`src/rtl/dual_mm_pkg.sv`:
```
//------------------------------------------------------------------------------
// Module  : dual_mm_pkg
// Brief   : Shared defaults and helpers for the dual-port-memory FIFO.
// Revision: 1.0 - initial release
//------------------------------------------------------------------------------
`default_nettype none

package dual_mm_pkg;

  localparam int DEFAULT_DEPTH = 8;
  localparam int DEFAULT_WIDTH = 8;

  // Address width needed to index a memory of the given depth.
  function automatic int addr_w(input int depth);
    return $clog2(depth);
  endfunction

endpackage : dual_mm_pkg

`default_nettype wire

```
`src/rtl/dual_mm_ram.sv`:
```
//------------------------------------------------------------------------------
// Module  : dual_mm_ram
// Brief   : Simple dual-port storage array: synchronous write port and a
//           registered read port whose output holds when no read occurs.
// Revision: 1.0 - initial release
//------------------------------------------------------------------------------
`default_nettype none

module dual_mm_ram
  import dual_mm_pkg::*;
#(
  parameter int DEPTH = DEFAULT_DEPTH,
  parameter int WIDTH = DEFAULT_WIDTH,
  parameter int AW    = addr_w(DEPTH)
) (
  input  logic             clk,
  input  logic             rst,
  input  logic             we_i,
  input  logic [AW-1:0]    waddr_i,
  input  logic [WIDTH-1:0] wdata_i,
  input  logic             re_i,
  input  logic [AW-1:0]    raddr_i,
  output logic [WIDTH-1:0] rdata_o
);

  logic [WIDTH-1:0] mem_q [DEPTH];
  logic [WIDTH-1:0] rdata_q;

  // Storage is intentionally not reset; only the queue pointers define validity.
  always_ff @(posedge clk) begin
    if (we_i) begin
      mem_q[waddr_i] <= wdata_i;
    end
  end

  // Registered read; a same-edge write to the read address returns the old word.
  always_ff @(posedge clk or posedge rst) begin
    if (rst) begin
      rdata_q <= '0;
    end else if (re_i) begin
      rdata_q <= mem_q[raddr_i];
    end
  end

  assign rdata_o = rdata_q;

endmodule : dual_mm_ram

`default_nettype wire

```
`src/rtl/dual_mm_port_fifo.sv`:
```
//------------------------------------------------------------------------------
// Module  : dual_mm_port_fifo
// Brief   : Single-clock byte FIFO on a simple dual-port memory with a
//           registered read port and full/empty/count status.
//           Optional sticky overflow/underflow flags are built when the macro
//           DUAL_MM_ERR_FLAGS_EN is defined.
// Revision: 1.0 - initial release
//------------------------------------------------------------------------------
`default_nettype none

module dual_mm_port_fifo
  import dual_mm_pkg::*;
#(
  parameter int DEPTH = DEFAULT_DEPTH,
  parameter int WIDTH = DEFAULT_WIDTH
) (
  input  logic                   clk,
  input  logic                   rst,
  input  logic                   wr_en_i,
  input  logic                   rd_en_i,
  input  logic [WIDTH-1:0]       data_i,
  output logic [WIDTH-1:0]       data_o,
  output logic                   full_o,
  output logic                   empty_o,
  output logic [$clog2(DEPTH):0] count_o
`ifdef DUAL_MM_ERR_FLAGS_EN
  ,
  output logic                   ovf_o,
  output logic                   unf_o
`endif
);

  localparam int AW = addr_w(DEPTH);
  localparam int CW = $clog2(DEPTH) + 1;
  localparam logic [CW-1:0] FULL_CNT = CW'(DEPTH);

  logic [AW-1:0] wr_ptr_q, wr_ptr_d;
  logic [AW-1:0] rd_ptr_q, rd_ptr_d;
  logic [CW-1:0] count_q, count_d;
  logic          wr_acc;
  logic          rd_acc;

  assign full_o  = (count_q == FULL_CNT);
  assign empty_o = (count_q == '0);
  assign count_o = count_q;

  // A read needs data present; a write needs room or a same-edge pop freeing a slot.
  // An empty FIFO never bypasses write data to the read port.
  assign rd_acc = rd_en_i && !empty_o;
  assign wr_acc = wr_en_i && (!full_o || rd_acc);

  // Next-state for pointers and occupancy; pointers wrap naturally at DEPTH.
  always_comb begin
    wr_ptr_d = wr_ptr_q;
    rd_ptr_d = rd_ptr_q;
    count_d  = count_q;
    if (wr_acc) begin
      wr_ptr_d = wr_ptr_q + 1'b1;
    end
    if (rd_acc) begin
      rd_ptr_d = rd_ptr_q + 1'b1;
    end
    case ({wr_acc, rd_acc})
      2'b10:   count_d = count_q + 1'b1;
      2'b01:   count_d = count_q - 1'b1;
      default: count_d = count_q;
    endcase
  end

  // Pointer and occupancy registers; reset discards any queued data.
  always_ff @(posedge clk or posedge rst) begin
    if (rst) begin
      wr_ptr_q <= '0;
      rd_ptr_q <= '0;
      count_q  <= '0;
    end else begin
      wr_ptr_q <= wr_ptr_d;
      rd_ptr_q <= rd_ptr_d;
      count_q  <= count_d;
    end
  end

  dual_mm_ram #(
    .DEPTH (DEPTH),
    .WIDTH (WIDTH),
    .AW    (AW)
  ) u_ram (
    .clk     (clk),
    .rst     (rst),
    .we_i    (wr_acc),
    .waddr_i (wr_ptr_q),
    .wdata_i (data_i),
    .re_i    (rd_acc),
    .raddr_i (rd_ptr_q),
    .rdata_o (data_o)
  );

`ifdef DUAL_MM_ERR_FLAGS_EN
  logic ovf_q;
  logic unf_q;

  // Sticky error flags: any rejected request latches until reset.
  always_ff @(posedge clk or posedge rst) begin
    if (rst) begin
      ovf_q <= 1'b0;
      unf_q <= 1'b0;
    end else begin
      if (wr_en_i && !wr_acc) begin
        ovf_q <= 1'b1;
      end
      if (rd_en_i && !rd_acc) begin
        unf_q <= 1'b1;
      end
    end
  end

  assign ovf_o = ovf_q;
  assign unf_o = unf_q;
`endif

endmodule : dual_mm_port_fifo

`default_nettype wire

```
`config.mk`:
```
export PLATFORM = sky130hd
export DESIGN_NAME = dual_mm_port_fifo
export DESIGN_NICKNAME = d
export VERILOG_FILES = /design/src/rtl/dual_mm_pkg.sv /design/src/rtl/dual_mm_ram.sv /design/src/rtl/dual_mm_port_fifo.sv
export SDC_FILE = /design/constraint.sdc
export NUM_CORES = 1
export LEC_CHECK = 0
export BUFFER_PORTS_ARGS = -buffer_cell sky130_fd_sc_hd__buf_2
export CAP_MARGIN = 20
export CORE_ASPECT_RATIO = 1.5
export CORE_UTILIZATION = 49
export DETAILED_ROUTE_END_ITERATION = 16
export MAX_ROUTING_LAYER = met4
export PLACE_DENSITY = 0.67
export SETUP_SLACK_MARGIN = 0.3
export SYNTH_ARGS = -nofsm -noshare
export SYNTH_HDL_FRONTEND = slang
export SYNTH_HIERARCHICAL = 1
export SYNTH_SLANG_ARGS = --single-unit
```
`constraint.sdc`:
```
create_clock -name clk -period 9.1 [get_ports clk]
set_input_delay 1.82 -clock clk [delete_from_list [all_inputs] [get_ports clk]]
set_output_delay 1.82 -clock clk [all_outputs]
set_load 0.005 [all_outputs]
```
# --- Word level (Yosys, flattened, before mapping) ---
# Memories as Yosys holds them, arrays and structs flattened. A register that Yosys moved wholly into a read port is not among the register bits.
# Cells that the tools add are included.
totals:
  reg_bits: 10
  mem_bits_rw: 64
  memories: 1
classes:
  n_addsub: 4
  n_eq_ne: 3
  mux: 3
  n_reduce_logical: 7
mem_list:
  columns: ["name", "words", "word_bits", "rd", "rd_ports_with_merged_regs", "wr", "line_no", "source"]
  rows:
  - ["u_ram.mem_q", 8, 8, 1, 1, 1, "dual_mm_ram.sv:26", "logic [WIDTH-1:0] mem_q [DEPTH];"]
ops:
  columns: ["op", "n"]
  rows:
  - ["4-bit one-hot mux with 2 select lines", 1]
  - ["3-bit by 1-bit adder with 3-bit output, second input constant", 2]
  - ["4-bit by 1-bit adder with 4-bit output, second input constant", 1]
  - ["4-bit equality test, second input constant", 1]
  - ["4-bit zero test", 1]
  - ["4-bit by 1-bit subtractor with 4-bit output, second input constant", 1]
  - ["2-bit by 1-bit equality test with 1-bit output, second input constant", 1]
  - ["2-bit equality test, second input constant", 1]
  - ["1-bit logical AND", 2]
  - ["1-bit zero test", 2]
  - ["1-bit 2-to-1 mux", 2]
  - ["2-bit nonzero test", 1]
  - ["1-bit logical OR", 1]

# --- Longest topological paths before layout ---
logic_depth:
  word_depth: 7
  depth_mapped: 8
  depth_no_buf: 7

# --- Cells and area by module ---
# The synthesis kept the hierarchy.
modules_own_cells:
  columns: ["mod", "n_inst", "cells_per_inst", "area_each_um2", "seq_area_each_um2"]
  rows:
  - ["dual_mm_ram", 1, 170, 2865.2, 2122.0]
  - ["dual_mm_port_fifo", 1, 57, 621.8, 250.2]

# --- Least setup slack after synthesis ---
# OpenSTA, ideal clock, no wires.
synth_timing:
  path_type: "input-to-reg"
  start: "in rd_en_i"
  end: "reg count_q[3], in the netlist count_o[3]"
  setup_time_ns: 0.134
  arrival_time_ns: 3.631
  required_ns: 8.966
  path_slack_ns: 5.335
  path_stages: 7
  path_buffers: 0
  cell_sequence: "o41ai_1 -> inv_1 -> ha_1 -> ha_1 -> or4b_2 -> o311ai_0 -> o211ai_1"
synth_between:
  elab_chain_cells: 5
synth_lines:
  columns: ["element", "line_no", "source"]
  rows:
  - ["start, declared", "dual_mm_port_fifo.sv:20", "input logic rd_en_i,"]
  - ["1-bit logical AND *", "dual_mm_port_fifo.sv:49", "assign rd_acc = rd_en_i && !empty_o;"]
  - ["named net rd_acc", "dual_mm_port_fifo.sv:41", "logic rd_acc;"]
  - ["1-bit logical OR", "dual_mm_port_fifo.sv:50", "assign wr_acc = wr_en_i && (!full_o || rd_acc);"]
  - ["1-bit logical AND", "dual_mm_port_fifo.sv:50", null]
  - ["2-bit by 1-bit equality test with 1-bit output or 2-bit equality test (tied branches)", "dual_mm_port_fifo.sv:63", "case ({wr_acc, rd_acc})"]
  - ["4-bit one-hot mux with 2 select lines or 2-bit nonzero test (tied branches)", null, null]
  - ["end signal, assigned", "dual_mm_port_fifo.sv:79", "count_q <= count_d;"]
  - ["end, declared", "dual_mm_port_fifo.sv:39", "logic [CW-1:0] count_q, count_d;"]
# Mark *: on every way through the listed nets, which the timed path passes. The rest lies on a longest branch.
# A chain may end at the register's enable or synchronous reset.

# --- Final worst setup path ---
# Ends and elaborated chain as after synthesis.

==> results.md <==
Run status:
- The flow ran to the end, and the final reports show no timing, DRC or antenna violations.

Detailed routing:
- The count of nets left with antenna violations once routing finished came out at 0.
- In this run, the number of DRC markers left after iteration 0 of detailed routing was 138.
- Using the TritonRoute via totals, the vias-per-cell ratio works out to approximately 5.8.
- The post-detailed-route wirelength per cell is 18.9 um.
- Across all layers, the routed design uses 1956 vias.
- The wire length reported by the detailed router is between 6000 and 7000 um.
- The detailed-routing iteration count for the pre-antenna-repair pass is 4.
- The DRC violations left is 0.

Floorplanning:
- The die width is 70.9 um.
- The region available for standard cell placement spans around 0.007 mm^2.
- The row count is 37.
- The starting utilization of the core area is 50.9%.
- The number of ports placed on the die boundary is 26.
- The die area is 0.00747 mm^2.
- The floorplan die height is between 100 and 150 um.

Final layout:
- In the final design database the tool counted 272 nets.
- The fraction of layout cells with a size suffix above 1 is 17.4%.
- Registers take 0.00237 mm^2.
- In the layout the commonest cells are sky130_fd_sc_hd__edfxtp_1, sky130_fd_sc_hd__mux2i_1, sky130_fd_sc_hd__buf_2.
- Relative to the synthesized area, the layout overhead comes to 9.47%.
- The filler cells instantiated in the layout total about 560.
- The area of the multi-input gates is 995 um^2.
- The finished cells cover 0.00382 mm^2.
- The repair_antennas step left the layout with diodes totalling 0.
- Leaving out fill and tap cells, the most frequent cell in the layout is sky130_fd_sc_hd__edfxtp_1.

Critical path:
- The worst setup path is launched from an input port.
- The launching point of the worst reg2reg path is count_o[0].
- At the worst endpoint, the required time is 9.32 ns.
- In this run the worst path has a maximum fanout of 19.
- The worst-case register-to-register setup slack is 5.73 ns.
- The worst setup path is captured at a flop.
- STA puts the critical path data arrival time at between 4 and 5 ns.
- In this run the critical register-to-register path is captured at count_o[3].
- The cell count of the worst reg-to-reg path is 7.
- The critical path is of the in2reg type.

Power:
- The power density over the cells is 307 mW/mm^2.
- The maximum vdd ir drop is 227 uV.
- The static leakage is 1.48 nW.

STA:
- The number of hold-slack violations in the final timing report was 0.
- Setup slack on the critical path of the routed design comes to roughly 5.1 ns.
- The number of endpoints failing setup at the final stage is 0.
- The shortest clock period the worst path allows after layout is 3.99 ns.
- After layout, the worst path uses 43.8% of the clock period.
- For this run, the top clock speed supported by timing is 251 MHz.
- The clock skew is 0.00820 ns.
- For the final routed database, the setup TNS stands at 0 ns.
- Measured against its own limit, the worst slew margin works out to between 30% and 40%.
- Setup repair after global routing left no endpoint under its margin.
- The number of max-slew violations in the final report is 0.
- The measured slew at the worst slew-check pin is roughly 1 ns.

Synthesis:
- The number of warnings printed during yosys synthesis is 6.
- The post-synthesis area per instance is about 15 um^2.
- The proportion of synthesized chip area in sequential cells is 68.0%.
- Summing every instance area after synthesis gives 0.00349 mm^2.
- Synthesis instantiated 39 different standard cells from the library.
- The synthesized instance count is 227.
- The dominant synthesized flop cell is sky130_fd_sc_hd__edfxtp_1.
- The total of flip-flops plus latches after synthesis is a little over 80.
- For this run, asynchronously set or reset flops after synthesis account for between 20% and 30%.
- The number of nets handed over by synthesis was about 250.
- The number of enable-type register cells in the synthesized netlist is 64.

CTS:
- The H-tree was split into 3 levels.
- The longest clock path from root to sink contains 2 buffers.
- For the worst-skew pair, the clock arrives at the later sink with an insertion delay of ~0.35 ns.
- The total clock buffers created by CTS is 9.
- The root buffer cell is sky130_fd_sc_hd__clkbuf_8.
- The number of hold buffers added after CTS was 0.
- The register clock-pin slew on the reported worst setup and hold paths is roughly 0.070 ns.
- Buffers added to address setup during post-CTS repair amount to 0.
- TritonCTS built the clock tree.
- The total of cells resized after clock tree synthesis is 0.
- The clock drives 82 sinks.

Global route:
- The number of antenna violations at the first check in global routing is 0.
- For this run the aggregate overflow at the end of global routing stands at 0.
- Entering global routing, the biggest net connects 43 pins.
- In the global route stage, overall resource usage came out at 19.6%.
- The via count of the first global-routing pass is about 1900.
- The wire length of the first global-routing pass is between 10000 and 15000 um.

Run:
- The max-cap check violation count is 0.

Min path:
- The depth of the worst hold-timing path is 1.
- The class of the worst hold path is reg2reg.
- The worst hold path startpoint is wr_ptr_q[2].
- The worst hold path terminates at wr_ptr_q[2].

Place:
- The global placer's final weighted congestion is just over 0.7.
- Once detailed placement completed, the half-perimeter wirelength came to about 4200 um.
- The area after detailed placement is 0.00364 mm^2.
- The setup slack at placement is between 4 and 5 ns.
- The number of buffer cells added on primary ports is 25.
## Yosys cell counts, types with 2 or more instances
cell | number | area [um^2]
sky130_fd_sc_hd__o211ai_1 | 2 | 15.0
sky130_fd_sc_hd__a211o_1 | 8 | 70.1
sky130_fd_sc_hd__a21oi_1 | 2 | 10.0
sky130_fd_sc_hd__buf_4 | 2 | 15.0
sky130_fd_sc_hd__xnor2_1 | 5 | 43.8
sky130_fd_sc_hd__nor3b_1 | 2 | 15.0
sky130_fd_sc_hd__buf_2 | 3 | 15.0
sky130_fd_sc_hd__mux2i_1 | 25 | 250
sky130_fd_sc_hd__edfxtp_1 | 64 | 1920
sky130_fd_sc_hd__a41o_1 | 8 | 80.1
sky130_fd_sc_hd__nor3_1 | 2 | 10.0
sky130_fd_sc_hd__nor2b_1 | 16 | 100
sky130_fd_sc_hd__ha_1 | 5 | 62.6
sky130_fd_sc_hd__nor2_1 | 7 | 26.3
sky130_fd_sc_hd__nand3_1 | 9 | 45.0
sky130_fd_sc_hd__nand2b_1 | 4 | 25.0
sky130_fd_sc_hd__a22oi_1 | 8 | 60.1
sky130_fd_sc_hd__buf_6 | 3 | 33.8
sky130_fd_sc_hd__dfrtp_1 | 18 | 450
sky130_fd_sc_hd__nand2_1 | 7 | 26.3
sky130_fd_sc_hd__inv_1 | 9 | 33.8
## worst max path at each step
stage	start	to	slack, ns	depth (start not counted)
finish	rd_en_i	count_o[3]	5.11	8
global route	rd_en_i	count_o[3]	4.95	8
floorplan	rd_en_i	count_o[3]	5.33	7
global placement	rd_en_i	count_o[3]	4.86	8
CTS	rd_en_i	count_o[3]	5.13	8
detailed placement	rd_en_i	count_o[3]	4.74	8
## metal layers
layer | up-vias | wire, um | GRT usage, %
li1 | 917 | - | -
met1 | 987 | 2620 | 23.5
met2 | 41 | 3340 | 31.0
met3 | 11 | 247 | 5.54
met4 | 0 | 166 | 8.86
met5 | - | 0 | -
## logic make-up (layout without fill, tap and decap cells)
logic type	count (synthesis)	in the layout	synth area share (%)
buffers and inverters	20	52	3.44
DFF	82	82	68.0
AOI/OAI and AO/OA	33	33	8.18
muxes	27	27	7.93
and+or+nand+nor	53	53	8.54
xor gates and xnor gates	6	6	1.51
adders and majority gates	6	6	2.37
## through the flow
stage          hold slack, ns  cells  utilization [%]  total power, mW
5_1_grt                 0.555    337             55.7             1.25
6_report                0.495    337             55.7             1.17
3_5_place_dp            0.483    321             53.1            0.944
3_3_place_gp            0.481    321             53.1            0.933
4_1_cts                 0.495    337             55.7             1.19
2_1_floorplan           0.459    227                -            0.843
## critical path, stage by stage
cell                       delay (ns)
sky130_fd_sc_hd__buf_2           0.13
sky130_fd_sc_hd__o41ai_1         0.12
sky130_fd_sc_hd__inv_1           0.47
sky130_fd_sc_hd__ha_1            0.42
sky130_fd_sc_hd__ha_1            0.37
sky130_fd_sc_hd__or4b_2          0.61
sky130_fd_sc_hd__o311ai_0        0.13
sky130_fd_sc_hd__o211ai_1        0.13
## sequential cells by signal, summed over array words and instances, names as in the netlist
signal         cells
u_ram/mem_q       64
u_ram/rdata_o      8
count_o            4
rd_ptr_q           3
wr_ptr_q           3
## layout make-up
| type | instances | area share [%] |
|---|---|---|
| Timing Repair Buffer | 27 | 3.67 |
| Clock buffer | 12 | 3.54 |
| Multi-Input combinational cell | 125 | 26.1 |
| Inverter | 9 | 0.885 |
| Sequential cell | 82 | 62.2 |
| Clock inverter | 4 | 1.11 |
| Tap cell | 78 | 2.56 |
## report_power, final
part	switching (mW)	total [mW]	internal [mW]
clock	0.119	0.244	0.125
sequential	0.101	0.592	0.491
combinational	0.169	0.337	0.168
(Power assumes the default switching activity.)
